## src/rtl/alu_op_sequencer.sv

```systemverilog
// Command-driven sequencer: owns a small 4-bit register file, feeds a combinational 4-bit ALU
// and returns each result over a valid/ready response. Optional zero flag: ALUSEQ_ZERO_FLAG_EN.
module alu_op_sequencer #(
  parameter int unsigned NReg = 4
) (
  input  logic       clk_i,
  input  logic       rst_ni,
  input  logic       cmd_valid_i,
  output logic       cmd_ready_o,
  input  logic       cmd_load_i,
  input  logic [2:0] cmd_op_i,
  input  logic [1:0] cmd_ra_i,
  input  logic [1:0] cmd_rb_i,
  input  logic [1:0] cmd_rd_i,
  input  logic [3:0] cmd_imm_i,
  output logic [3:0] alu_a_o,
  output logic [3:0] alu_b_o,
  output logic       alu_bin_o,
  output logic [1:0] alu_oper_o,
  input  logic [3:0] alu_res_i,
  input  logic       alu_carout_i,
  output logic       rsp_valid_o,
  input  logic       rsp_ready_i,
  output logic [3:0] rsp_data_o,
  output logic       rsp_carry_o
`ifdef ALUSEQ_ZERO_FLAG_EN
  ,
  output logic       rsp_zero_o
`endif
);

  typedef enum logic [1:0] {StIdle, StExec, StResp} state_e;

  state_e     state_q;
  logic [3:0] rf_q [NReg];
  logic [3:0] alu_a_q, alu_b_q;
  logic [2:0] op_q;
  logic [1:0] rd_q;
  logic [3:0] rsp_data_q;
  logic       rsp_carry_q;
`ifdef ALUSEQ_ZERO_FLAG_EN
  logic       rsp_zero_q;
`endif

  logic [3:0] rd_a, rd_b;
  logic       wr_en;
  logic [1:0] wr_addr;
  logic [3:0] wr_data;

  // Addresses at or beyond NReg read as zero.
  always_comb begin
    rd_a = 4'd0;
    rd_b = 4'd0;
    for (int i = 0; i < int'(NReg); i++) begin
      if (cmd_ra_i == 2'(i)) rd_a = rf_q[i];
      if (cmd_rb_i == 2'(i)) rd_b = rf_q[i];
    end
  end

  always_comb begin
    wr_en   = 1'b0;
    wr_addr = cmd_rd_i;
    wr_data = cmd_imm_i;
    if (state_q == StIdle && cmd_valid_i && cmd_load_i) begin
      wr_en = 1'b1;
    end else if (state_q == StExec) begin
      wr_en   = 1'b1;
      wr_addr = rd_q;
      wr_data = alu_res_i;
    end
  end

  always_ff @(posedge clk_i or negedge rst_ni) begin
    if (!rst_ni) begin
      state_q     <= StIdle;
      alu_a_q     <= 4'd0;
      alu_b_q     <= 4'd0;
      op_q        <= 3'd0;
      rd_q        <= 2'd0;
      rsp_data_q  <= 4'd0;
      rsp_carry_q <= 1'b0;
`ifdef ALUSEQ_ZERO_FLAG_EN
      rsp_zero_q  <= 1'b0;
`endif
      for (int i = 0; i < int'(NReg); i++) rf_q[i] <= 4'd0;
    end else begin
      // Writes to an address at or beyond NReg match no entry and are dropped.
      for (int i = 0; i < int'(NReg); i++) begin
        if (wr_en && wr_addr == 2'(i)) rf_q[i] <= wr_data;
      end
      unique case (state_q)
        StIdle: begin
          if (cmd_valid_i) begin
            if (cmd_load_i) begin
              rsp_data_q  <= cmd_imm_i;
              rsp_carry_q <= 1'b0;
`ifdef ALUSEQ_ZERO_FLAG_EN
              rsp_zero_q  <= (cmd_imm_i == 4'd0);
`endif
              state_q     <= StResp;
            end else begin
              // Operands are captured here, so ra/rb == rd see the pre-write value.
              alu_a_q <= rd_a;
              alu_b_q <= rd_b;
              op_q    <= cmd_op_i;
              rd_q    <= cmd_rd_i;
              state_q <= StExec;
            end
          end
        end
        StExec: begin
          rsp_data_q  <= alu_res_i;
          rsp_carry_q <= alu_carout_i;
`ifdef ALUSEQ_ZERO_FLAG_EN
          rsp_zero_q  <= (alu_res_i == 4'd0);
`endif
          state_q     <= StResp;
        end
        StResp: begin
          if (rsp_ready_i) state_q <= StIdle;
        end
        default: state_q <= StIdle;
      endcase
    end
  end

  assign cmd_ready_o = (state_q == StIdle);
  assign rsp_valid_o = (state_q == StResp);
  assign alu_a_o     = alu_a_q;
  assign alu_b_o     = alu_b_q;
  assign alu_bin_o   = op_q[2];
  assign alu_oper_o  = op_q[1:0];
  assign rsp_data_o  = rsp_data_q;
  assign rsp_carry_o = rsp_carry_q;
`ifdef ALUSEQ_ZERO_FLAG_EN
  assign rsp_zero_o  = rsp_zero_q;
`endif

endmodule
```

## config.mk

```make
export PLATFORM = sky130hd
export DESIGN_NAME = alu_op_sequencer
export DESIGN_NICKNAME = d
export VERILOG_FILES = /design/src/rtl/alu_op_sequencer.sv
export SDC_FILE = /design/constraint.sdc
export NUM_CORES = 1
export LEC_CHECK = 0
export CAP_MARGIN = 20
export CORE_ASPECT_RATIO = 0.8
export CORE_UTILIZATION = 40
export CTS_CLUSTER_DIAMETER = 120
export DETAILED_ROUTE_END_ITERATION = 8
export MAX_ROUTING_LAYER = met4
export PLACE_DENSITY = 0.66
export SLEW_MARGIN = 5
export SYNTH_ARGS = -nofsm -noshare
export SYNTH_HDL_FRONTEND = slang
export SYNTH_SLANG_ARGS = --single-unit
```

## constraint.sdc

```tcl
create_clock -name clk_i -period 1.56 [get_ports clk_i]
set_input_delay 0.39 -clock clk_i [delete_from_list [all_inputs] [get_ports clk_i]]
set_output_delay 0.39 -clock clk_i [all_outputs]
set_load 0.01 [all_outputs]
```

==> flow_summary_export.csv <==
group,metric,value,unit
timing,max_slew_margin,82.13,%
clock_tree,clock-root-buffer,"sky130_fd_sc_hd__clkbuf_8",
placement,placed_cell_area,2340,µm²
clock_tree,clk_latency,0.29,ns
critical_path,ff_to_ff_end,"rf_q[0]",
yosys,post_synthesis_net_count,128,
power,pwr-share-comb,40.1,%
power,part_of_the_power_in_registers,42.3,%
placement,gpl.final_weighted_congestion,0.7378,
die,dieArea,4695,µm²
critical_path,worst_setup_path_start_kind,"register",
global_route,first_global_vias,1110,
global_route,wire_length_of_the_first_global_routing_pass,5.526,mm
final_layout,nFillCells,331,
critical_path,setup.worst_path.class,"reg -> reg",
global_route,overflow,0,
power,psw,1.115,mW
placement,numPortBuffers,40,
yosys,synthArstFlopShare,100.0,%
timing,final.period_utilization,104.4,%
die,initial_core_util,42.08,%
critical_path,critical_path.endpoint_type,"register",
drt,routed_wl,3.559,mm
critical_path,ff2ff_setup_slack,-0.07,ns
clock_tree,total_clock_buffers_created_by_cts,5,
yosys,synthesis.instances,105,
final_layout,seq_area,900.9,µm²
critical_path,r2r_start,"state_q[1]",
global_route,grt_antenna_before_repair,0,
timing,setup_viol,34,
critical_path,cp.arrival,1.80,ns
drt,drt_iter0_drc,52,
worst_hold_path,timing.hold.worst.class,"in -> async",
timing,final_max_slew_viol_count,0,
final_layout,multiInputGateArea,940.9,µm²
drt,ant_nets,0,
yosys,post_synthesis_cell_area,1769,µm²
power,leakagePower,1.203,nW
drt,drc,0,
die,die_height,61.49,µm
final_layout,layout_common_cells,"sky130_fd_sc_hd__dfrtp_1, sky130_fd_sc_hd__mux2_4, sky130_fd_sc_hd__clkdlybuf4s50_1",
clock_tree,cts_sinks,36,
critical_path,path_max_fanout,4,
power,netSwitchingFraction,28.67,%
yosys,synth_area_per_cell,16.85,µm²
power,cell_internal_pwr,2.773,mW
yosys,synth_cell_types,21,
clock_tree,clkSlewWorstSetupHoldPaths,0.07,ns
final_layout,antennaDiodeCount,0,
die,ios,41,
yosys,synth_enable_flop_cells,0,
timing,unrepaired_setup_endpoints_after_global_routing,"true",
yosys,synth_warnings,0,
drt,via_per_inst,5.062,
yosys,ys_ff_latch,36,
drt,vias,1149,
power,irDropWorstVdd,621.5,µV
die,floorplan.rows,21,
final_layout,areaGrowthSynthToFinish,46.68,%
power,power_density,1498,nW/µm²
drt,detailedRoute.firstPassIterationCount,4,
timing,min_period,1.628,ns
clock_tree,h-tree-depth,2,
yosys,ys.flop_type,"sky130_fd_sc_hd__dfrtp_1",
timing,timing_hold_violations_final,0,
status,violations,"negative setup slack",
timing,worst_pin_slew,0.2670,ns
yosys,synth_seq_area_share,50.92,%
final_layout,finalInstanceArea,2595,µm²
final_layout,drive_gt1_share,51.18,%
run,timing.max_cap.violations,0,
power,power_frac_clock,17.6,%
critical_path,worst_ep_required_time,1.73,ns
die,die_w,76.36,µm
timing,layout_setup_ws,-0.06810,ns
placement,half_perimeter_wire_length_after_detailed_placement,2.472,mm
status,outcome,"finished, violations left",
timing,hold_slack,0.4703,ns
final_layout,layout.cells.most_common,"sky130_fd_sc_hd__dfrtp_1",
clock_tree,clock_tree.buffer_depth,2,
timing,clock-skew-final,0.006722,ns
die,core-area,4204,µm²
global_route,grt_start_max_net_pins,37,
global_route,gr-usage-all-layers,16.38,%
clock_tree,tritoncts,"yes",
power,post-layout-total-power,3.888,mW
critical_path,timing.reg2reg.worst_path_depth,5,
final_layout,finish.net_count,192,
timing,fmax,614.2,MHz
drt,wl_per_cell,15.68,µm
[cell type report]
class                      count  share of cell area [%]
timing repair buffer          60                   22.28
sequential                    36                   34.72
multi-input combinational     63                   36.26
clock inverter                 2                  0.3857
tap                           57                   2.748
inverter                       3                  0.4339
clock buffer                   6                   3.182
[power by group through the flow]
stage          logic [mW]  registers (mW)  clock network (mW)
6_report             1.56            1.64               0.686
5_1_grt              1.67            1.70               0.748
4_1_cts              1.50            1.64               0.699
3_5_place_dp         1.44            1.66                   0
3_3_place_gp         1.42            1.63                   0
2_1_floorplan       0.747            1.65                   0
[registers in the layout (all words and copies together), names as in the netlist]
signal,flops
state_q,2
rf_q,16
rd_q,2
alu_a_o,4
rsp_carry_o,1
alu_b_o,4
rsp_data_o,4
op_q,3
[worst max path at each step]
stage | startpoint | endpoint | slack (ns)
2_1_floorplan | state_q[1] | rf_q[0] | 0.04
3_3_place_gp | cmd_rb_i[0] | alu_b_o[0] | -0.39
3_5_place_dp | cmd_rb_i[0] | alu_b_o[3] | -0.39
4_1_cts | state_q[1] | rf_q[0] | -0.09
5_1_grt | state_q[0] | rf_q[6] | -0.11
6_report | state_q[1] | rf_q[0] | -0.07
[timing repair]
action	in CTS	in global routing
buffers inserted	5	2
endpoints found under the setup margin	48	37
gates resized for setup	45	11
pin swaps	4	2
hold buffers	0	0
[stage by stage]
stage	instances	TNS, ns	setup WS [ns]	util [%]
6_report	227	-1.285	-0.06810	61.73
5_1_grt	227	-2.772	-0.1124	61.73
4_1_cts	225	-1.808	-0.08661	60.36
3_5_place_dp	212	-10.67	-0.3922	55.65
3_3_place_gp	212	-10.14	-0.3929	55.65
2_1_floorplan	105	0	0.03672	-
[logic make-up (layout without fill, tap and decap cells)]
family / Yosys count / count (layout) / synth area share [%]
compound gates: 7 / 7 / 5.657
flops: 36 / 36 / 50.92
simple gates: 11 / 11 / 6.719
buf+inv: 6 / 71 / 2.121
mux: 45 / 45 / 34.58
[cells in the mapped netlist, types with 2 or more instances]
master | n | share of area [%]
sky130_fd_sc_hd__buf_4 | 2 | 0.85
sky130_fd_sc_hd__nor2_1 | 2 | 0.42
sky130_fd_sc_hd__mux2_2 | 33 | 21
sky130_fd_sc_hd__dfrtp_1 | 36 | 51
sky130_fd_sc_hd__inv_1 | 3 | 0.64
sky130_fd_sc_hd__a31oi_4 | 3 | 3.6
sky130_fd_sc_hd__and4bb_2 | 2 | 1.4
sky130_fd_sc_hd__mux4_2 | 8 | 10
sky130_fd_sc_hd__mux2_4 | 4 | 3.4
[metal layers]
metal,vias to the layer above,wire length (µm),track usage [%]
li1,530,-,-
met1,575,1702,20.24
met2,40,1638,26.51
met3,4,176,3.852
met4,0,41,6.593
met5,-,0,-
[critical path, cell delays in order, from the launching register on]
cell	delay, ns
sky130_fd_sc_hd__dfrtp_1	0.39
sky130_fd_sc_hd__buf_6	0.13
sky130_fd_sc_hd__buf_6	0.11
sky130_fd_sc_hd__and4bb_4	0.35
sky130_fd_sc_hd__a31o_4	0.22
sky130_fd_sc_hd__mux2_4	0.31
Power figures use the tool's default switching activity.
